### src/rtl/bram_arbiter_pkg.sv
// Shared types for the two-port BRAM arbiter: request payload and FSM state.
package bram_arbiter_pkg;

    localparam int unsigned ADDR_W = 32;
    localparam int unsigned DATA_W = 32;
    localparam int unsigned STRB_W = 4;

    typedef struct packed {
        logic              valid;
        logic              instr;
        logic [ADDR_W-1:0] addr;
        logic [DATA_W-1:0] wdata;
        logic [STRB_W-1:0] wstrb;
    } bram_req_t;

    typedef enum logic [1:0] {
        IDLE   = 2'd0,
        BUSY_I = 2'd1,
        BUSY_D = 2'd2
    } arb_state_t;

endpackage

### src/rtl/bram_arbiter_slot.sv
// One-entry request buffer for one upstream port; holds the request until its completion.
module bram_arbiter_slot
    import bram_arbiter_pkg::*;
(
    input  logic              clk,
    input  logic              rst,
    input  logic              valid,
    input  logic              instr,
    input  logic [ADDR_W-1:0] addr,
    input  logic [DATA_W-1:0] wdata,
    input  logic [STRB_W-1:0] wstrb,
    input  logic              done,
    output logic              occupied,
    output bram_req_t         req_c
);

    bram_req_t stored_q;
    bram_req_t incoming;
    logic      capture;

    // A new request is accepted when the slot is empty or its current request completes now.
    always_comb begin
        capture  = valid && (!occupied || done);
        incoming = '{valid: capture, instr: instr, addr: addr, wdata: wdata, wstrb: wstrb};
        req_c    = (occupied && !done) ? stored_q : incoming;
    end

    always_ff @(posedge clk) begin
        if (!rst) begin
            occupied <= 1'b0;
            stored_q <= '0;
        end else if (capture) begin
            occupied <= 1'b1;
            stored_q <= incoming;
        end else if (done) begin
            occupied <= 1'b0;
        end
    end

endmodule

### src/rtl/bram_arbiter.sv
// Two-port (fetch/data) arbiter onto a single BRAM port with alternating-priority grants.
module bram_arbiter
    import bram_arbiter_pkg::*;
(
    input  logic              clk,
    input  logic              rst,
    input  logic              imem_valid,
    input  logic              imem_instr,
    input  logic [ADDR_W-1:0] imem_addr,
    input  logic [DATA_W-1:0] imem_wdata,
    input  logic [STRB_W-1:0] imem_wstrb,
    output logic [DATA_W-1:0] imem_rdata,
    output logic              imem_ready,
    input  logic              dmem_valid,
    input  logic              dmem_instr,
    input  logic [ADDR_W-1:0] dmem_addr,
    input  logic [DATA_W-1:0] dmem_wdata,
    input  logic [STRB_W-1:0] dmem_wstrb,
    output logic [DATA_W-1:0] dmem_rdata,
    output logic              dmem_ready,
    output logic              bram_valid,
    output logic              bram_instr,
    output logic [ADDR_W-1:0] bram_addr,
    output logic [DATA_W-1:0] bram_wdata,
    output logic [STRB_W-1:0] bram_wstrb,
    input  logic [DATA_W-1:0] bram_rdata,
    input  logic              bram_ready
);

    arb_state_t state_q, state_d;
    logic       last_i_q, last_i_d;
    bram_req_t  bram_q, bram_d;
    bram_req_t  req_i_c, req_d_c;
    logic       occ_i, occ_d;
    logic       done_i_c, done_d_c;
    logic       can_issue, grant_i, grant_d;

    assign done_i_c = (state_q == BUSY_I) && bram_ready;
    assign done_d_c = (state_q == BUSY_D) && bram_ready;

    bram_arbiter_slot u_slot_i (
        .clk      (clk),
        .rst      (rst),
        .valid    (imem_valid),
        .instr    (imem_instr),
        .addr     (imem_addr),
        .wdata    (imem_wdata),
        .wstrb    (imem_wstrb),
        .done     (done_i_c),
        .occupied (occ_i),
        .req_c    (req_i_c)
    );

    bram_arbiter_slot u_slot_d (
        .clk      (clk),
        .rst      (rst),
        .valid    (dmem_valid),
        .instr    (dmem_instr),
        .addr     (dmem_addr),
        .wdata    (dmem_wdata),
        .wstrb    (dmem_wstrb),
        .done     (done_d_c),
        .occupied (occ_d),
        .req_c    (req_d_c)
    );

    always_ff @(posedge clk) begin
        if (!rst) begin
            state_q  <= IDLE;
            last_i_q <= 1'b1;
            bram_q   <= '0;
        end else begin
            state_q  <= state_d;
            last_i_q <= last_i_d;
            bram_q   <= bram_d;
        end
    end

    // Grant whenever the port is free; on a tie the port not granted last wins.
    always_comb begin
        state_d       = state_q;
        last_i_d      = last_i_q;
        bram_d        = bram_q;
        bram_d.valid  = 1'b0;
        can_issue     = 1'b0;
        grant_i       = 1'b0;
        grant_d       = 1'b0;

        case (state_q)
            IDLE:    can_issue = 1'b1;
            BUSY_I:  can_issue = bram_ready;
            BUSY_D:  can_issue = bram_ready;
            default: can_issue = 1'b1;
        endcase

        if (can_issue) begin
            grant_i = req_i_c.valid && (!req_d_c.valid || !last_i_q);
            grant_d = req_d_c.valid && !grant_i;
            if (grant_i) begin
                bram_d   = req_i_c;
                state_d  = BUSY_I;
                last_i_d = 1'b1;
            end else if (grant_d) begin
                bram_d   = req_d_c;
                state_d  = BUSY_D;
                last_i_d = 1'b0;
            end else begin
                state_d  = IDLE;
            end
        end
    end

    assign imem_ready = done_i_c;
    assign dmem_ready = done_d_c;
    assign imem_rdata = done_i_c ? bram_rdata : '0;
    assign dmem_rdata = done_d_c ? bram_rdata : '0;

    assign bram_valid = bram_q.valid;
    assign bram_instr = bram_q.instr;
    assign bram_addr  = bram_q.addr;
    assign bram_wdata = bram_q.wdata;
    assign bram_wstrb = bram_q.wstrb;

endmodule

### config.mk
export PLATFORM = sky130hd
export DESIGN_NAME = bram_arbiter
export DESIGN_NICKNAME = d
export VERILOG_FILES = /design/src/rtl/bram_arbiter_pkg.sv /design/src/rtl/bram_arbiter_slot.sv /design/src/rtl/bram_arbiter.sv
export SDC_FILE = /design/constraint.sdc
export NUM_CORES = 1
export LEC_CHECK = 0
export ABC_AREA = 1
export BUFFER_PORTS_ARGS = -buffer_cell sky130_fd_sc_hd__buf_2
export CORE_UTILIZATION = 54
export DETAILED_ROUTE_END_ITERATION = 12
export PLACE_DENSITY = 0.86
export SYNTH_ARGS = -nofsm -noshare
export SYNTH_HDL_FRONTEND = slang
export SYNTH_HIERARCHICAL = 1
export SYNTH_SLANG_ARGS = --single-unit
export TNS_END_PERCENT = 50
### constraint.sdc
create_clock -name clk -period 3.06 [get_ports clk]
set_clock_uncertainty 0.15 [all_clocks]
set_input_delay 0.306 -clock clk [delete_from_list [all_inputs] [get_ports clk]]
set_output_delay 0.306 -clock clk [all_outputs]
set_load 0.03 [all_outputs]
==> summary.md <==
| Metric | Value |
|---|---|
| Outcome | `complete, but fails checks` |
| Failing checks | `hold timing` |
| Vias in the first global route | `11500` |
| Initial DRT Pass Iterations | `5` |
| Number of DRC markers in iteration 0 | `1129` |
| Reg2reg setup slack | `0.28 ns` |
| CP Launch Type | `register` |
| Row count | `53` |
| Fin. Hold Viols | `1` |
| DRC | `0` |
| Register area share after synthesis | `0.362` |
| Hold Path Cell Cnt | `5` |
| Placer Congestion | `between 0.9 and 1` |
| Power Dens Cells | `586 mW/mm2` |
| Reg2Reg Depth | `14` |
| Clock slew at reported path FFs | `0.06 ns` |
| Port buffer count | `310` |
| Gr ovfl total | `0` |
| Ports | `311` |
| Largest net degree at the start of global routing | `137` |
| Clk root buf | `clkbuf_16` |
| Die area | `0.0226 mm2` |
| Distinct cells, synth | `20` |
| Yosys warns | `6` |
| Hold EP | `u_slot_d/stored_q[20]$_SDFFE_PN0P_` |
| Fin nets | `about 2400` |
| Sink Count | `215` |
| Post-DR wirelength/cell | `between 10 and 15 um` |
| Final wirelength | `between 30000 and 40000 um` |
| DR vias/cell | `5.25` |
| Critical Path RT | `roughly 3.4 ns` |
| Sum Neg Setup Slack | `0 ns` |
| Hold path startpoint | `dmem_wdata[16]` |
| R2R Path End | `bram_addr[9]$_SDFFE_PN0P_` |
| Total CTS buffers | `23` |
| Layout cells sized above 1 | `0.165` |
| Filler cells | `between 1500 and 2000` |
| Hold Crit Class | `input port to register` |
| Core area | `around 0.021 mm2` |
| Max-cap violation count | `0` |
| CTS HTree Levels | `1` |
| Max-slew violation count | `0` |
| Syn Area/Cell | `6.06 um2` |
| #FFs+latches synth | `approximately 220` |
| Resize count post-CTS | `0` |
| FF-to-FF Start | `state_q[1]$_SDFFE_PN0P_` |
| Synth Instances | `1962` |
| Final instance area | `0.0145 mm2` |
| Static Leak | `approximately 7.7 nW` |
| Slew @ Worst Pin | `approximately 1.2 ns` |
| Crit path kind | `register to register` |
| CP max FO | `136` |
| Die Height | `~150 um` |
| Final ANT Viol Nets | `0` |
| Antenna violations before repair | `1` |
| Via Count | `13200` |
| Total design power | `roughly 0.0085 W` |
| Post-DP HPWL | `23600 um` |
| Post-Syn Area | `0.0119 mm2` |
| Global-route wire length before repair | `56200 um` |
| Die W | `between 150 and 200 um` |
| VDD IR max | `363 uV` |
| Hold Slack | `-0.00174 ns` |
| Synth-to-Final Area Change | `22.1%` |
| GR Util All Layers | `0.312` |
| Tcrit/Tclk final | `0.907` |
| Max Root-Sink Buffers | `3` |
| Setup-failing EPs final | `0` |
| Worst EP arrival | `3.06 ns` |
| Tmin final | `2.78 ns` |
| Worst-skew pair later-pin latency | `roughly 0.51 ns` |
| Initial Util | `0.558` |
| Relative max-transition margin | `0.171` |
| TritonCTS clock tree | `yes` |
| Worst Setup End Kind | `register` |
| Syn_nets | `2139` |
| Max Fclk | `0.360 GHz` |
| Area post-placement | `0.0132 mm2` |
-- how the worst max path moves through the flow --
| stage | from | endpoint | cells past startpoint |
|---|---|---|---|
| floorplan | state_q[1]$_SDFFE_PN0P_ | bram_addr[0]$_SDFFE_PN0P_ | 20 |
| global placement | state_q[1]$_SDFFE_PN0P_ | bram_wdata[20]$_SDFFE_PN0P_ | 13 |
| detailed placement | state_q[1]$_SDFFE_PN0P_ | bram_wdata[20]$_SDFFE_PN0P_ | 13 |
| CTS | state_q[1]$_SDFFE_PN0P_ | bram_wdata[20]$_SDFFE_PN0P_ | 13 |
| global route | state_q[1]$_SDFFE_PN0P_ | bram_wdata[20]$_SDFFE_PN0P_ | 13 |
| finish | state_q[1]$_SDFFE_PN0P_ | bram_addr[9]$_SDFFE_PN0P_ | 14 |
-- cell usage in the layout (no fill, tap or decap), types with 5 or more instances in the layout --
cell	instances
nand2_1	356
clkbuf_8	5
nand3_1	207
a21oi_1	142
o21ai_0	137
dfxtp_1	215
clkbuf_1	12
o21ai_1	71
dlygate4sd3_1	62
buf_12	7
buf_4	17
clkbuf_16	23
inv_1	253
nor2_1	413
buf_2	307
-- per-stage QoR --
| stage | std cells | setup slack [ns] | utilization |
|---|---|---|---|
| 2_1_floorplan | 1962 | 0.207 | - |
| 3_3_place_gp | 2412 | 0.338 | 0.620 |
| 3_5_place_dp | 2412 | 0.326 | 0.620 |
| 4_1_cts | 2515 | 0.310 | 0.682 |
| 5_1_grt | 2516 | -0.000434 | 0.682 |
| 6_report | 2516 | 0.284 | 0.682 |
-- routing by layer --
metal / track usage / part of all wire
met1: 0.352 / 0.37
met2: 0.563 / 0.50
met3: 0.0488 / 0.079
met4: 0.167 / 0.050
met5: 0 / 0
-- repair_timing --
action / 4_1_cts / 5_1_grt
setup endpoints to repair: 0 / 0
hold buffers: 62 / 0
setup buffers: 0 / 0
endpoints found under the hold margin: 62 / 0
-- sequential cells by signal, indices dropped and copies added (netlist names) --
| register | cells |
|---|---|
| u_slot_d/stored_q | 70 |
| bram_valid | 1 |
| bram_instr | 1 |
| u_slot_d/occupied | 1 |
| bram_wstrb | 4 |
| state_q | 2 |
| u_slot_i/stored_q | 70 |
| u_slot_i/occupied | 1 |
| bram_addr | 32 |
| last_i_q | 1 |
| bram_wdata | 32 |
-- critical path, stage by stage, from the launching register on --
cell and delay (ns):
dfxtp_1 0.36, inv_1 0.06, ha_1 0.17, nand2_1 0.08, inv_1 0.05, inv_1 0.08
nand2_4 0.07, inv_4 0.05, buf_4 0.91, nand2_1 0.11, o21ai_1 0.15, nand3_1 0.11
nand2_1 0.19, nor2_1 0.08, nor2_1 0.09
-- cells in the mapped netlist, drive strengths merged --
cell,number,area (um2)
inv,255,957
nand3,207,1040
nor2,415,1570
buf,100,662
dfxtp,215,4300
a21oi,142,711
o21ai,209,1050
nand2,360,1360
clkbuf,57,218
ha,2,25.0
-- layout make-up --
| cell class | count | area [um2] | area share |
|---|---|---|---|
| Clock buffer | 40 | 689 | 0.0475 |
| Timing Repair Buffer | 394 | 2440 | 0.168 |
| Sequential cell | 215 | 4300 | 0.297 |
| Antenna cell | 1 | 2.50 | 0.000172 |
| Clock inverter | 1 | 5.00 | 0.000345 |
| Inverter | 255 | 962 | 0.0663 |
| Tap cell | 275 | 344 | 0.0237 |
| Multi-Input combinational cell | 1335 | 5770 | 0.397 |
-- logic make-up after synthesis --
| group | after synthesis | synth area share |
|---|---|---|
| adder cells (fa/ha/maj) | 2 | 0.00210 |
| AND/OR/NAND/NOR | 982 | 0.333 |
| buffers and inverters | 412 | 0.155 |
| AO/OA/AOI/OAI | 351 | 0.148 |
| flip-flops | 215 | 0.362 |
-- power by group --
group,switching [W],leakage (nW),internal (W)
clock,0.00111,0.337,0.00152
sequential,0.000199,1.78,0.00314
combinational,0.00172,5.54,0.000823
total,0.00303,7.66,0.00548
Note: power is estimated with default switching activity, not from simulation.
